$ cat src/rtl/timer_counter.sv
// Memory-mapped countdown timer with one-shot / auto-reload modes and a level interrupt.
// Define TC_PRESCALE_EN to add the PRESCALE register at offset 0xC and the CNT-rate divider.
module timer_counter #(
    parameter int PRESCALE_W = 16
) (
    input  logic        clk,
    input  logic        reset,
    input  logic [31:0] addr,
    input  logic        we,
    input  logic [3:0]  byteen,
    input  logic [31:0] wdata,
    output logic [31:0] rdata,
    output logic        irq
);

    typedef enum logic [1:0] {
        IDLE,
        LOAD,
        CNT,
        INT
    } state_t;

    state_t                  state;
    logic [3:0]              ctrl;
    logic [31:0]             preset;
    logic [31:0]             count;
    logic                    irq_flag;
    logic [PRESCALE_W-1:0]   prescale;
    logic                    tick;
    logic [1:0]              sel;
    logic                    ctrl_wr;
    logic                    preset_wr;
    logic                    auto_reload;
    logic                    unused_addr_bits;

    assign sel              = addr[3:2];
    assign ctrl_wr          = we && (sel == 2'd0) && byteen[0];
    assign preset_wr        = we && (sel == 2'd1);
    assign auto_reload      = (ctrl[2:1] == 2'b01);
    assign irq              = irq_flag & ctrl[3];
    assign unused_addr_bits = ^{addr[31:4], addr[1:0]};

    function automatic logic [31:0] merge_lanes(input logic [31:0] old_v,
                                                input logic [31:0] new_v,
                                                input logic [3:0]  be);
        logic [31:0] res;
        res = old_v;
        for (int i = 0; i < 4; i++) begin
            if (be[i]) res[i*8 +: 8] = new_v[i*8 +: 8];
        end
        return res;
    endfunction

`ifdef TC_PRESCALE_EN
    logic [PRESCALE_W-1:0] div;
    logic                  prescale_wr;

    assign prescale_wr = we && (sel == 2'd3);
    assign tick        = (div == prescale);

    // Divider only advances while counting; LOAD restarts it so the first tick is a full period away.
    always_ff @(posedge clk) begin
        if (reset) begin
            div      <= '0;
            prescale <= '0;
        end else begin
            if (state == LOAD) begin
                div <= '0;
            end else if (state == CNT && ctrl[0]) begin
                div <= tick ? '0 : div + 1'b1;
            end
            if (prescale_wr) begin
                prescale <= PRESCALE_W'(merge_lanes(32'(prescale), wdata, byteen));
            end
        end
    end
`else
    assign prescale = '0;
    assign tick     = 1'b1;
`endif

    // FSM first, then bus writes, so a CTRL write overrides the one-shot EN auto-clear
    // while the CNT exit still sees the EN value from before the write.
    always_ff @(posedge clk) begin
        if (reset) begin
            state    <= IDLE;
            ctrl     <= '0;
            preset   <= '0;
            count    <= '0;
            irq_flag <= 1'b0;
        end else begin
            case (state)
                IDLE: begin
                    if (ctrl[0]) state <= LOAD;
                end
                LOAD: begin
                    count <= preset;
                    state <= CNT;
                end
                CNT: begin
                    if (!ctrl[0]) begin
                        state <= IDLE;
                    end else if (tick) begin
                        if (count > 32'd1) begin
                            count <= count - 32'd1;
                        end else begin
                            count    <= '0;
                            irq_flag <= 1'b1;
                            state    <= INT;
                        end
                    end
                end
                INT: begin
                    state <= IDLE;
                    if (auto_reload) irq_flag <= 1'b0;
                    else             ctrl[0]  <= 1'b0;
                end
                default: state <= IDLE;
            endcase

            if (ctrl_wr) begin
                ctrl     <= wdata[3:0];
                irq_flag <= 1'b0;
            end
            if (preset_wr) begin
                preset <= merge_lanes(preset, wdata, byteen);
            end
        end
    end

    always_comb begin
        rdata = '0;
        case (sel)
            2'd0: rdata = {28'd0, ctrl};
            2'd1: rdata = preset;
            2'd2: rdata = count;
            2'd3: rdata = 32'(prescale);
            default: rdata = '0;
        endcase
    end

endmodule
$ cat config.mk
export PLATFORM = sky130hd
export DESIGN_NAME = timer_counter
export DESIGN_NICKNAME = d
export VERILOG_FILES = /design/src/rtl/timer_counter.sv
export SDC_FILE = /design/constraint.sdc
export NUM_CORES = 1
export LEC_CHECK = 0
export ABC_AREA = 1
export BUFFER_PORTS_ARGS = -buffer_cell sky130_fd_sc_hd__buf_2
export CAP_MARGIN = 20
export CORE_ASPECT_RATIO = 1.4
export CORE_UTILIZATION = 50
export DETAILED_ROUTE_END_ITERATION = 8
export PLACE_DENSITY = 0.8
export SLEW_MARGIN = 10
export SYNTH_ARGS = -nofsm -noshare
export SYNTH_HDL_FRONTEND = slang
export SYNTH_SLANG_ARGS = --single-unit
$ cat constraint.sdc
create_clock -name clk -period 5.5 [get_ports clk]
set_clock_uncertainty 0.15 [all_clocks]
set_input_delay 0.55 -clock clk [delete_from_list [all_inputs] [get_ports clk]]
set_output_delay 0.55 -clock clk [all_outputs]
set_load 0.05 [all_outputs]
==> impl_metrics.tcl <==
set metrics [dict create \
    run_status "completed" \
    grt_max_degree 70 \
    critical_path_peak_fanout 31 \
    routed_via_density 5.46 \
    power.internal_mw 0.922 \
    power.combinational.fraction 0.160 \
    clockRootBuffer "sky130_fd_sc_hd__clkbuf_16" \
    nets 747 \
    hold_path_class "input port to flip-flop" \
    synth_top_area_share 0.336 \
    clock.fmax_ghz 0.364 \
    post_cts.resized_instances 0 \
    final.period_utilization 0.500 \
    gr-total-overflow 0 \
    drive_above_1_share 0.225 \
    number_of_top_level_pins 104 \
    switching_share 0.284 \
    switchingPower_mw 0.365 \
    clock_pin_slew_of_the_registers_on_the_worst_case_setup_and_hold_paths_ns 0.05 \
    antenna_left 0 \
    drt_drc_violations_left 0 \
    total_power_mw 1.29 \
    post-dp-hpwl_mm 7.69 \
    chipHeight_um 111 \
    ys_seq_elements 71 \
    area_delta_synth_final_pct 15.9 \
    timing.slew.headroom 0.290 \
    pwr-share-clk 0.422 \
    worstPathArrival_ns 2.05 \
    via_count 4266 \
    minimum_clock_period_after_layout_ns 2.75 \
    port-buffer-count 73 \
    max_cap_viol_count 0 \
    power.density_nw_per_um2 263 \
    fillers 776 \
    grt_first_pass_wirelength_mm 18.5 \
    leakage_nw 2.19 \
    worstMarginPinSlew_ns 1.06 \
    initial_core_util 0.515 \
    synthesis.yosys.warnings 0 \
    grt.met2_usage 0.477 \
    timing.critical_path.required_ns 4.80 \
    post_synth_num_cell_types 33 \
    syn-mean-instance-area_um2 6.88 \
    placement_rows 39 \
    cts.hold.buffers_added 0 \
    postCtsSetupBuffers 0 \
    power.sequential.fraction 0.418 \
    wire_per_inst_um 14.3 \
    htree_num_levels 3 \
    finalSetupViolCount 0 \
    drt_first_iter_violations 338 \
    setup-tns-final_ns 0 \
    initial_antenna_violation_count 0 \
    antenna_cells 0 \
    met1_usage_in_global_routing 0.299 \
    firstDrtPassIters 5 \
    synth.yosys.seq_area_share 0.336 \
    tritoncts.num_buffers 9 \
    routability_congestion 0.854 \
    timing.final.max_slew_violations 0 \
    cts.path.max_buffers 2 \
    gr-usage-all-layers 0.266 \
    rsz0062_at_grt "false" \
    busiest_layer "met2" \
    vdd.ir_drop.worst_uv 189 \
    synth_largest_area_cell "sky130_fd_sc_hd__dfxtp_1" \
    critPathKind "input port to primary output" \
    floorplan.die_area_um2 8830 \
    detail_route.wirelength_mm 11.2 \
    number_of_global_route_vias_before_repair 4189 \
    place_inst 764 \
    post_synth_instance_area_um2 4230 \
    tritoncts "built" \
    cells_after_synthesis 614 \
    chipWidth_um 79.7 \
    final_hold_viol_count 0 \
    post_synth_main_area_contributors "sky130_fd_sc_hd__dfxtp_1 34%, sky130_fd_sc_hd__a21oi_1 9.2%, sky130_fd_sc_hd__o21ai_0 9.1%" \
    timing.critical_path.to_type "primary output" \
    finished_layout_cells 781 \
    clock_sink_count 71 \
    mappedNetlistNets 687 \
    core_area_um2 8200 \
    met3_global_route_usage 0.0510 \
    worst_skew_pair.late_latency_ns 0.34 \
    critical_path.startpoint_type "input port" \
]
==> cell type report <==
| class | instances | area (um2) | area share |
|---|---|---|---|
| multi-input cells | 432 | 2350 | 0.481 |
| flip-flops and latches | 71 | 1420 | 0.290 |
| repair buffers | 77 | 403 | 0.0823 |
| inverters | 83 | 314 | 0.0641 |
| clock buffers | 12 | 256 | 0.0524 |
| well taps | 102 | 128 | 0.0261 |
| clock inverters | 4 | 20.0 | 0.00409 |
==> power groups by stage <==
stage | Combinational (mW) | Sequential, mW | Clock (mW)
detailed placement | 0.203 | 0.548 | 0
global route | 0.228 | 0.539 | 0.574
global placement | 0.198 | 0.548 | 0
CTS | 0.204 | 0.537 | 0.546
finish | 0.206 | 0.538 | 0.543
floorplan | 0.153 | 0.546 | 0
==> per-layer routing <==
metal | wire, um | share of wire
met1 | 4620 | 0.41
met2 | 5800 | 0.52
met3 | 512 | 0.046
met4 | 266 | 0.024
met5 | 0 | 0
==> state kept, by name, indices dropped and copies added, names as in the netlist <==
| signal | count |
|---|---|
| state | 2 |
| preset | 32 |
| count | 32 |
| ctrl | 4 |
| irq_flag | 1 |
==> Yosys cell counts <==
cell type,n
sky130_fd_sc_hd__a21oi_1,78
sky130_fd_sc_hd__a21oi_2,14
sky130_fd_sc_hd__buf_1,2
sky130_fd_sc_hd__buf_2,7
sky130_fd_sc_hd__buf_6,3
sky130_fd_sc_hd__clkbuf_1,16
sky130_fd_sc_hd__dfxtp_1,71
sky130_fd_sc_hd__ha_1,2
sky130_fd_sc_hd__inv_1,79
sky130_fd_sc_hd__inv_2,3
sky130_fd_sc_hd__inv_4,1
sky130_fd_sc_hd__nand2_1,84
sky130_fd_sc_hd__nand2_2,5
sky130_fd_sc_hd__nand2_4,1
sky130_fd_sc_hd__nand3_1,16
sky130_fd_sc_hd__nand3_2,12
sky130_fd_sc_hd__nand3_4,1
sky130_fd_sc_hd__nand3b_4,1
sky130_fd_sc_hd__nand4_1,5
sky130_fd_sc_hd__nor2_1,67
sky130_fd_sc_hd__nor2_2,10
sky130_fd_sc_hd__nor2_4,8
sky130_fd_sc_hd__nor2_8,1
sky130_fd_sc_hd__nor3_1,1
sky130_fd_sc_hd__nor4_1,1
sky130_fd_sc_hd__o211ai_1,2
sky130_fd_sc_hd__o21ai_0,77
sky130_fd_sc_hd__o21ai_2,2
sky130_fd_sc_hd__o21bai_4,1
sky130_fd_sc_hd__o221ai_1,2
sky130_fd_sc_hd__o22ai_1,23
sky130_fd_sc_hd__or2_2,1
sky130_fd_sc_hd__xor2_1,17
==> worst max-delay path: stages <==
cell and delay (ns):
sky130_fd_sc_hd__buf_2 0.12, sky130_fd_sc_hd__inv_1 0.05, sky130_fd_sc_hd__nor2_1 0.05, sky130_fd_sc_hd__inv_1 0.76, sky130_fd_sc_hd__o221ai_1 0.23, sky130_fd_sc_hd__buf_2 0.28
==> worst paths after layout <==
kind / cells past startpoint / to / startpoint / slack (ns)
worst max register to register: 9 / count[0] / state[0] / 3.09
worst max-delay path: 6 / rdata[1] / addr[3] / 2.75
worst min register to register: 2 / irq_flag / irq_flag / 0.31
worst min-delay path: 2 / state[1] / reset / 0.25
==> cell families after synthesis <==
logic type | synth area share
fa+ha+maj | 0.00592
xor+xnor | 0.0352
flops | 0.336
simple gates | 0.253
buf+inv | 0.107
compound gates | 0.263
==> cell usage in the layout (no fill, tap or decap), types with 2 or more instances in the layout <==
cell type,netlist,final
sky130_fd_sc_hd__o221ai_1,2,2
sky130_fd_sc_hd__o21ai_0,77,77
sky130_fd_sc_hd__clkbuf_16,0,9
sky130_fd_sc_hd__inv_2,3,3
sky130_fd_sc_hd__ha_1,2,2
sky130_fd_sc_hd__clkbuf_8,0,2
sky130_fd_sc_hd__buf_4,0,3
sky130_fd_sc_hd__a21oi_1,78,78
sky130_fd_sc_hd__o22ai_1,23,23
sky130_fd_sc_hd__nand2_1,84,84
sky130_fd_sc_hd__inv_1,79,79
sky130_fd_sc_hd__clkinv_2,0,4
sky130_fd_sc_hd__dfxtp_1,71,71
sky130_fd_sc_hd__a21oi_2,14,14
sky130_fd_sc_hd__buf_2,7,73
sky130_fd_sc_hd__o21ai_2,2,2
sky130_fd_sc_hd__nor2_1,67,67
sky130_fd_sc_hd__nand3_2,12,12
sky130_fd_sc_hd__nor2_4,8,8
sky130_fd_sc_hd__nand2_2,5,5
sky130_fd_sc_hd__nand4_1,5,5
sky130_fd_sc_hd__nor2_2,10,10
sky130_fd_sc_hd__nand3_1,16,16
sky130_fd_sc_hd__o211ai_1,2,2
sky130_fd_sc_hd__xor2_1,17,17
==> stage by stage <==
| step | worst slack [ns] | utilization | instance area [um2] | hold WS [ns] |
|---|---|---|---|---|
| finish | 2.75 | 0.597 | 4900 | 0.252 |
| global route | 2.63 | 0.597 | 4900 | 0.252 |
| CTS | 2.77 | 0.595 | 4880 | 0.249 |
| detailed placement | 2.78 | 0.562 | 4600 | 0.303 |
| global placement | 2.81 | 0.562 | 4600 | 0.303 |
| floorplan | 2.76 | - | 4230 | 0.286 |
Note: power is estimated with default switching activity, not from simulation.
